File: src/rtl/cbrt_feeder.sv
// Operand FIFO and issue/capture sequencer for the iterative cube-root core.
// One operation in flight; results leave through a registered output slot.
module cbrt_feeder #(
  parameter int DEPTH    = 4,
  parameter int MAX_WAIT = 2000
) (
  input  logic                     clk,
  input  logic                     rst,
  input  logic                     in_valid,
  output logic                     in_ready,
  input  logic [7:0]               in_data,
  output logic                     out_valid,
  input  logic                     out_ready,
  output logic [2:0]               out_data,
  output logic [7:0]               out_x,
  output logic                     timeout_err,
  output logic [$clog2(DEPTH):0]   fifo_level,
  output logic                     cb_start,
  output logic [7:0]               cb_x,
  input  logic                     cb_busy,
  input  logic [2:0]               cb_result
);

  localparam int AW = $clog2(DEPTH);
  localparam int WW = $clog2(MAX_WAIT + 1);
  localparam logic [AW:0]   LVL_MAX = (AW+1)'(DEPTH);
  localparam logic [WW-1:0] WD_MAX  = WW'(MAX_WAIT);
  localparam logic [WW-1:0] WD_ONE  = WW'(1);

  typedef enum logic [1:0] {
    IDLE,
    ISSUE,
    WAIT
  } state_t;

  state_t state;
  state_t state_nx;

  logic [7:0]    mem [DEPTH];
  logic [AW-1:0] rd_ptr;
  logic [AW-1:0] wr_ptr;
  logic [AW:0]   count;
  logic [WW-1:0] wd;
  logic [WW-1:0] wd_nx;
  logic          first;
  logic          push;
  logic          pop;
  logic          capture;
  logic          expire;

  assign in_ready   = rst && (count < LVL_MAX);
  assign push       = in_valid && in_ready;
  assign fifo_level = count;
  assign cb_start   = (state == ISSUE);
  assign wd_nx      = (wd == WD_MAX) ? wd : wd + WD_ONE;

  always_comb begin
    state_nx = state;
    pop      = 1'b0;
    capture  = 1'b0;
    expire   = 1'b0;
    unique case (state)
      IDLE: begin
        if (count != '0 && !cb_busy) begin
          pop      = 1'b1;
          state_nx = ISSUE;
        end
      end
      ISSUE: state_nx = WAIT;
      WAIT: begin
        if (cb_busy) begin
          if (wd_nx == WD_MAX) begin
            expire   = 1'b1;
            state_nx = IDLE;
          end
        end else if (!first &&
                     (!out_valid || out_ready)) begin
          capture  = 1'b1;
          state_nx = IDLE;
        end
      end
      default: state_nx = IDLE;
    endcase
  end

  always_ff @(posedge clk or negedge rst) begin
    if (!rst) begin
      state       <= IDLE;
      first       <= 1'b0;
      wd          <= '0;
      timeout_err <= 1'b0;
    end else begin
      state       <= state_nx;
      first       <= (state == ISSUE);
      timeout_err <= timeout_err | expire;
      if (state == ISSUE)
        wd <= '0;
      else if (state == WAIT && cb_busy)
        wd <= wd_nx;
    end
  end

  always_ff @(posedge clk) begin
    if (push)
      mem[wr_ptr] <= in_data;
  end

  always_ff @(posedge clk or negedge rst) begin
    if (!rst) begin
      rd_ptr <= '0;
      wr_ptr <= '0;
      count  <= '0;
      cb_x   <= '0;
    end else begin
      if (push)
        wr_ptr <= wr_ptr + 1'b1;
      if (pop) begin
        rd_ptr <= rd_ptr + 1'b1;
        cb_x   <= mem[rd_ptr];
      end
      unique case ({push, pop})
        2'b10:   count <= count + 1'b1;
        2'b01:   count <= count - 1'b1;
        default: count <= count;
      endcase
    end
  end

  // A capture in the same cycle as an accept refills the slot.
  always_ff @(posedge clk or negedge rst) begin
    if (!rst) begin
      out_valid <= 1'b0;
      out_data  <= '0;
      out_x     <= '0;
    end else if (capture) begin
      out_valid <= 1'b1;
      out_data  <= cb_result;
      out_x     <= cb_x;
    end else if (out_ready) begin
      out_valid <= 1'b0;
    end
  end

endmodule

File: config.mk
export PLATFORM = sky130hd
export DESIGN_NAME = cbrt_feeder
export DESIGN_NICKNAME = d
export VERILOG_FILES = /design/src/rtl/cbrt_feeder.sv
export SDC_FILE = /design/constraint.sdc
export NUM_CORES = 1
export LEC_CHECK = 0
export CORE_ASPECT_RATIO = 0.9
export CORE_MARGIN = 5
export CORE_UTILIZATION = 45
export DETAILED_ROUTE_END_ITERATION = 10
export GPL_TIMING_DRIVEN = 0
export PLACE_DENSITY = 0.67
export SLEW_MARGIN = 20
export SYNTH_ARGS = -nofsm -noshare
export SYNTH_HDL_FRONTEND = slang
export SYNTH_SLANG_ARGS = --single-unit
File: constraint.sdc
create_clock -name clk -period 3.3 [get_ports clk]
set_input_delay 0.66 -clock clk [delete_from_list [all_inputs] [get_ports clk]]
set_output_delay 0.66 -clock clk [all_outputs]
set_load 0.01 [all_outputs]
; ---- Word level (Yosys, flattened, before mapping)
; Memories as Yosys holds them, arrays and structs flattened. A register that Yosys moved wholly into a read port is not among the register bits.
; Cells that the tools add are included.
[op_classes]
n_bitwise = 1
n_reduce_logical = 16
eq_ne = 9
magnitude_cmp = 1
mux = 21
n_addsub = 5
[ops]
columns = cell, count
row1 = $mux 11, 3
row2 = $eq 11x11->1 const B, 2
row3 = $mux 1, 12
row4 = $add 11x1->11 const B, 1
row5 = $mux 2, 4
row6 = $ne 3x3->1 const B, 2
row7 = $pmux 2 s3, 1
row8 = $pmux 3 s2, 1
row9 = $reduce_bool 2->1, 3
row10 = $logic_and 1x1->1, 5
row11 = $add 2x1->2 const B, 2
row12 = $eq 2x1->1 const B, 2
row13 = $eq 2x2->1 const B, 2
row14 = $logic_not 1->1, 4
row15 = $add 3x1->3 const B, 1
row16 = $lt 3x3->1 const B, 1
row17 = $reduce_and 3->1, 1
row18 = $reduce_bool 3->1, 1
row19 = $sub 3x1->3 const B, 1
row20 = $logic_not 2->1, 1
row21 = $ne 2x2->1 const B, 1
row22 = $logic_or 1x1->1, 1
row23 = $or 1x1->1, 1
[word_totals]
regBits = 34
out_inout_bits = 26
in_bits = 16
elab_cells = 64
memories = 1
ram_bits = 32
[mem_list]
columns = memory, words, word_bits, rd, rd_clocked_by_memory_dff, wr, line
row1 = mem, 4, 8, 1, 1, 1, 39  ; logic [7:0] mem [DEPTH];

; ---- Depth between registers and ports, before layout
; Gate-level depths: netlist of run 1.
[depth]
depth_word = 7
mapped_depth = 9
ltp_nobuf = 9

; ---- Least setup slack after synthesis of run 1
; OpenSTA, ideal clock, no wires.
[synth_timing]
kind = input-to-reg
start = input port cb_busy
end = register count[2], in the netlist fifo_level[2]
setup_time_ns = 0.079
n_path_buf = 1
t_required_ns = 3.221
slack_ns = 1.016
t_arrival_ns = 2.205
path_stages = 8
cell_sequence = nor4_1 > buf_2 > ha_1 > inv_1 > fa_1 > xor2_1 > nor2_1 > xor2_1
[synth_between]
elab_chain_cells = 6
word_cells_on_any_way = 8
cone_classes = eq/ne (2) / mux (3) / reduce/logical (3)
[synth_rtl]
columns = item, line
row1 = from (decl), 20  ; input logic cb_busy,
row2 = $logic_not 1->1 (*), 64  ; if (count != '0 && !cb_busy) begin
row3 = $logic_and 1x1->1 (*), 64
row4 = $mux 1 (*), 64
row5 = $mux 1 (*), 62  ; unique case (state)
row6 = via pop, 47  ; logic pop;
row7 = $eq 2x1->1 / $eq 2x2->1 (equally long branches), 121  ; unique case ({push, pop})
row8 = $pmux 3 s2 / $reduce_bool 2->1 (equally long branches), -
row9 = to (signal assigned), 122  ; 2'b10: count <= count + 1'b1;
row10 = to (signal assigned), 123  ; 2'b01: count <= count - 1'b1;
row11 = to (signal assigned), 124  ; default: count <= count;
row12 = to (decl), 42  ; logic [AW:0] count;
; The timed path passes the listed nets; every way through them passes the cells marked *.
; A chain may end at the register's enable or synchronous reset.

; ---- Final worst setup path of run 1
[layout_timing]
start = input port rst
end = output port in_ready
[layout_between]
elab_chain_cells = 1
[layout_rtl]
columns = item, line
row1 = from (decl), 8  ; input logic rst,
row2 = $logic_and 1x1->1, 51  ; assign in_ready = rst && (count < LVL_MAX);
row3 = to (decl), 10  ; output logic in_ready,
; No other way between the ends.

==> out/results.tsv, run 1 <==
metric	value	unit
ys_ff_latch	74	
top_layer	met4	
clkTransAtPathRegs	80	ps
place_area	0.00395	mm2
synth_top_area_share	30.9	%
syn_to_final_growth	22.1	%
cts_setup_buffers	0	
drive_above_1_share	19.7	%
diodes	0	
critPathMaxFanout	30	
synth_top_cells_by_count	42 x dfrtp_1, 32 x edfxtp_1, 19 x mux2_2, 16 x inv_1, 14 x nand2_1	
dp_hpwl	4.67	mm
synth_ff_type	dfrtp_1	
start_util	45.6	%
antenna_found_initial	0	
timing.final.crit_share	85.2	%
clkPwrFrac	22.1	%
grt_setup_unrepaired	no	
vdd.ir_drop.worst	0.000336	V
p_int	2.22	mW
syn_avg_cell_area	13.5	um2
remaining_drc_errors	0	
power.density	787	mW/mm2
worst_slack	490	ps
relSlewSlack	59.3	%
stdcell_count	406	
grt_pass1_vias	2233	
drt_pre_antenna_iters	4	
swShare	32.2	%
hp-class	in -> async	
worstPathArrival	2150	ps
cp.required	2640	ps
insertion_delay	340	ps
core_area	0.00747	mm2
wirelength	6.56	mm
root_buffer	clkbuf_8	
clkSinkCount	74	
crit_type	in -> out	
port_buffers	41	
tightest_slew	610	ps
vias_per_cell	5.41	
dieWidth	102	um
cts_made_buffers	9	
cp-end-kind	output pin	
critical-path-max-stage-delay	600	ps
met2_length	3.18	mm
grt_overflow	0	
crit_buf_inv	3	
setup_viol	0	
path_delay_family	buffers and inverters	
slew_violations	0	
path_cells	buf_2, buf_12, nor2b_1, clkdlybuf4s50_1	
synthDistinctLibCells	45	
fin_worst_skew	5.29	ps
critPathLaunchType	input pin	
outcome	completed	
pre_cts_slack	281	ps
grt_pass1_wl	11.2	mm
synthesis.area	0.00340	mm2
clockBufferDepth	2	
die_h	92.5	um
final_nets	329	
drt-met1-wl	2.91	mm
wl_per_cell	16.2	um
final.hold.worst_slack	214	ps
rows	30	
placed_cells	390	
synth_edf_count	32	
gp_congestion	0.889	
ys_warn_count	0	
p_comb_share	37.3	%
syn_inst	252	
h-tree-depth	3	
yosysMostFrequentCell	dfrtp_1	
wl_met3	406	um
final_core_util	55.6	%
grtUsageTotal	15.4	%
synth.net_count	276	
seq_area_frac_synth	59.1	%
dieArea	0.00940	mm2
fin_area	0.00416	mm2
cts_resized	0	
leakage	1.62	nW
antenna_left	0	
drtIter0Drc	108	
period_needed	2810	ps
maxCapViolations	0	
hold_violations	0	
postCtsHoldBufs	0	
grt_start_max_net_pins	31	
clock.fmax	356	MHz
boundaryPins	42	
slowest_stage	clkdlybuf4s50_1	
synth_top_cell_by_area	dfrtp_1	
vias	2195	
async_reset_ff_share	56.8	%
synth_area_leaders	dfrtp_1 31%, edfxtp_1 28%, mux2_2 6.3%	
seqPwrFrac	40.6	%
power_switching	1.05	mW
cts_tree	yes	
-- cells in the final DEF, fill, tap and decap left out, types with 6 or more instances in the layout --
master	Yosys	final
dfrtp_1	42	42
clkdlybuf4s50_1	0	40
edfxtp_1	32	32
mux2_2	19	19
inv_1	16	16
nand2_1	14	14
clkbuf_8	0	9
nand4_1	8	8
nand3_1	8	8
mux4_2	8	8
buf_6	7	7
and3_1	7	7
a32o_1	7	7
o21ai_0	7	7
ha_1	7	7
nor3_1	6	6
a21oi_1	6	6
-- final timing paths --
check | from | endpoint | slack, ps | depth (start not counted)
max | rst | in_ready | 490 | 4
min | rst | out_valid$_DFFE_PN0P_ | 210 | 1
max reg2reg | state[0]$_DFFE_PN0P_ | fifo_level[2]$_DFFE_PN0P_ | 780 | 9
min reg2reg | timeout_err$_DFF_PN0_ | timeout_err$_DFF_PN0_ | 510 | 2
max in group asynchronous | rst | wd[0]$_DFFE_PN0P_ | 2620 | 2
min in group clk | timeout_err$_DFF_PN0_ | timeout_err$_DFF_PN0_ | 510 | 2
-- registers in the layout (all words and copies together) (netlist names) --
name,flops
mem,32
wd,11
cb_x,8
out_x,8
fifo_level,3
out_data,3
rd_ptr,2
state,2
wr_ptr,2
first,1
out_valid,1
timeout_err,1
-- final cells by class --
type / instances / area, um2
inverters: 16 / 60.1
well taps: 96 / 120
flip-flops and latches: 74 / 2010
plain buffers: 18 / 136
repair buffers: 42 / 425
clock buffers: 9 / 124
clock inverters: 7 / 83.8
fillers: 624 / 3310
multi-input cells: 144 / 1190
-- kinds of logic (layout without fill, tap and decap cells) --
family	Yosys count	in the layout	share of synthesized area, %
buffers and inverters	34	92	5.77
AO/OA/AOI/OAI	36	36	7.68
AND/OR/NAND/NOR	64	64	10.3
multiplexers	28	28	11.9
flip-flops	74	74	59.1
XOR/XNOR	8	8	2.06
adder cells (fa/ha/maj)	8	8	3.16
-- worst reg2reg max path, cell delays in order, from the launching register on --
cell and delay, ps:
dfrtp_1 380, clkbuf_1 240, nor4_1 430, buf_2 340, ha_1 240, inv_1 60
fa_1 370, xor2_1 150, nor2_1 110, xor2_1 140
-- power by group through the flow --
stage / sequential (mW) / clock (mW) / combinational, mW
floorplan: 1.39 / 0 / 0.670
global placement: 1.35 / 0 / 1.21
detailed placement: 1.36 / 0 / 1.24
CTS: 1.34 / 0.747 / 1.24
global route: 1.37 / 0.789 / 1.34
finish: 1.33 / 0.724 / 1.22
-- routing by layer --
layer | GRT usage [%] | vias to the layer above
li1 | - | 1048
met1 | 20.9 | 1082
met5 | 0 | -
met3 | 5.05 | 4
met2 | 23.6 | 61
met4 | 4.65 | 0
-- stage by stage --
stage	power, mW	setup TNS (ps)
after floorplan	2.06	0
after global placement	2.56	-19840
after detailed placement	2.60	0
after CTS	3.33	0
after global routing	3.49	0
final	3.27	0
Power figures use the tool's default switching activity.
==> inputs of run 2 (changes only) <==
CELL_PAD_IN_SITES_DETAIL_PLACEMENT = 2   (was default)
CELL_PAD_IN_SITES_GLOBAL_PLACEMENT = 2   (was default)
CORE_UTILIZATION = 41   (was 45)
GPL_TIMING_DRIVEN = default   (was 0)
PLACE_DENSITY = default   (was 0.67)
PLACE_DENSITY_LB_ADDON = 0.1   (was default)
==> out/results.tsv, run 2 (synthesis gave the netlist of run 1 again) <==
metric	value	unit	change
path_cells	nor2_1, clkdlybuf4s50_1		
antenna_left	0		unchanged
critPathMaxFanout	16		-47%
cts_setup_buffers	0		unchanged
grtUsageMet1	22.0	%	+1.2 points
grt_start_max_net_pins	43		+39%
diodes	0		unchanged
maxCapViolations	0		unchanged
met2_usage	34.1	%	+11 points
fin_setup_tns	0	ps	unchanged
grt_setup_unrepaired	no		
dp_hpwl	5.85	mm	+25%
clock.fmax	400	MHz	+13%
hold_violations	0		unchanged
most-common-layout-cells	42 x dfrtp_1, 40 x clkdlybuf4s50_1, 32 x edfxtp_1		
rows	31		+3.3%
fin_worst_skew	10.2	ps	+4.87 ps
critical-path-max-stage-delay	600	ps	about the same
dieWidth	106	um	+4.3%
grt_pass1_wl	14.1	mm	+27%
slowest_stage	dfrtp_1		
relSlewSlack	60.4	%	+1.0 points
clkSinkCount	74		unchanged
h-tree-depth	3		unchanged
reg_top3	mem: 32 flops, wd: 11 flops		
remaining_drc_errors	0		unchanged
dieArea	0.0102	mm2	+8.7%
use_met3	4.92	%	-0.13 points
cp-end-kind	output pin		
port_buffers	41		unchanged
setup_viol	0		unchanged
drt_pre_antenna_iters	4		unchanged
cp-startpoint	state[1]$_DFFE_PN0P_		
cts_made_buffers	9		unchanged
crit_type	reg -> out		
wl_per_cell	21.6	um	+34%
cts_resized	0		unchanged
vdd.ir_drop.worst	0.000336	V	-0.19%
largest_reg_flops	32		unchanged
period_needed	2500	ps	-313 ps
cp.required	2640	ps	about the same
drive_above_1_share	17.6	%	-2.1 points
wirelength	8.53	mm	+30%
worstPathArrival	1840	ps	-310 ps
r2r_start	state[1]$_DFFE_PN0P_		
antenna_found_initial	0		unchanged
syn_to_final_growth	18.5	%	
clockBufferDepth	2		unchanged
clkTransAtPathRegs	90	ps	about the same
grtUsageTotal	18.5	%	+3.0 points
final_common_cell	dfrtp_1		
slew_violations	0		unchanged
start_util	42.2	%	-3.4 points
leakage	1.54	nW	-4.6%
postCtsHoldBufs	0		unchanged
die_h	96.4	um	+4.2%
insertion_delay	350	ps	about the same
cts_tree	yes		
grt_overflow	0		unchanged
final_nets	315		-4.3%
vias	2215		+0.91%
boundaryPins	42		unchanged
hp-class	in -> async		
final.hold.worst_slack	419	ps	+205 ps
vias_per_cell	5.61		+3.7%
grt-busiest-layer	met2		
gp_congestion	0.768		-14%
tightest_slew	593	ps	-17.2 ps
grt_pass1_vias	2498		+12%
largest-register	mem		
drtIter0Drc	49		-55%
core_area	0.00807	mm2	+8.0%
power.density	812	mW/mm2	+3.1%
critPathLaunchType	flip-flop		
timing.final.crit_share	75.7	%	-9.5 points
outcome	completed		
root_buffer	clkbuf_8		
-- run 2: changes by cell type in the layout (fill, tap and decap cells not counted), sizes merged --
cell,change
buf,-11
bufinv,-1
clkinv,+1
clkbuf,-3
-- run 2: per-layer routing --
metal / wire length [um] / up-vias
met3: 230 / 5
met4: 50 / 0
met2: 4580 / 31
met5: 0 / -
met1: 3670 / 1159
li1: - / 1020
-- run 2: layout make-up --
class	count	area [um2]
clock inverters	7	70.1
multi-input cells	144	1200
clock buffers	9	124
flip-flops and latches	74	2010
fillers	788	4030
inverters	16	60.1
well taps	99	124
repair buffers	46	443
-- run 2: through the flow --
step | utilization [%] | cells | total power, mW | worst slack, ps | instance area, um2
3_3_place_gp | 47.6 | 379 | 2.58 | 711 | 3840
2_1_floorplan | - | 252 | 2.06 | 1020 | 3400
5_1_grt | 50.0 | 395 | 3.50 | 651 | 4030
6_report | 50.0 | 395 | 3.28 | 803 | 4030
4_1_cts | 50.0 | 395 | 3.34 | 739 | 4030
3_5_place_dp | 47.6 | 379 | 2.63 | 645 | 3840
-- run 2: critical path: cells and delay by family, from the launching register on --
kind	cells	cell delay, ps
flip-flops	1	600
AND/OR/NAND/NOR	1	290
buffers and inverters	1	600
-- run 2: power by group --
| part | switching (mW) | total (mW) | internal (mW) |
|---|---|---|---|
| Clock | 0.394 | 0.688 | 0.294 |
| Sequential | 0.246 | 1.44 | 1.19 |
| Combinational | 0.514 | 1.15 | 0.638 |
-- run 2: final timing paths --
kind                                             endpoint  slack, ps  cells past startpoint
worst max-delay path                             cb_start        800                      2
worst min register to register      timeout_err$_DFF_PN0_        480                      2
worst max register to register  fifo_level[2]$_DFFE_PN0P_       1050                      7
min in group clk                    timeout_err$_DFF_PN0_        480                      2
max in group asynchronous           wr_ptr[1]$_DFFE_PN0P_       2500                      2
worst min-delay path                  cb_x[4]$_DFFE_PN0P_        420                      2
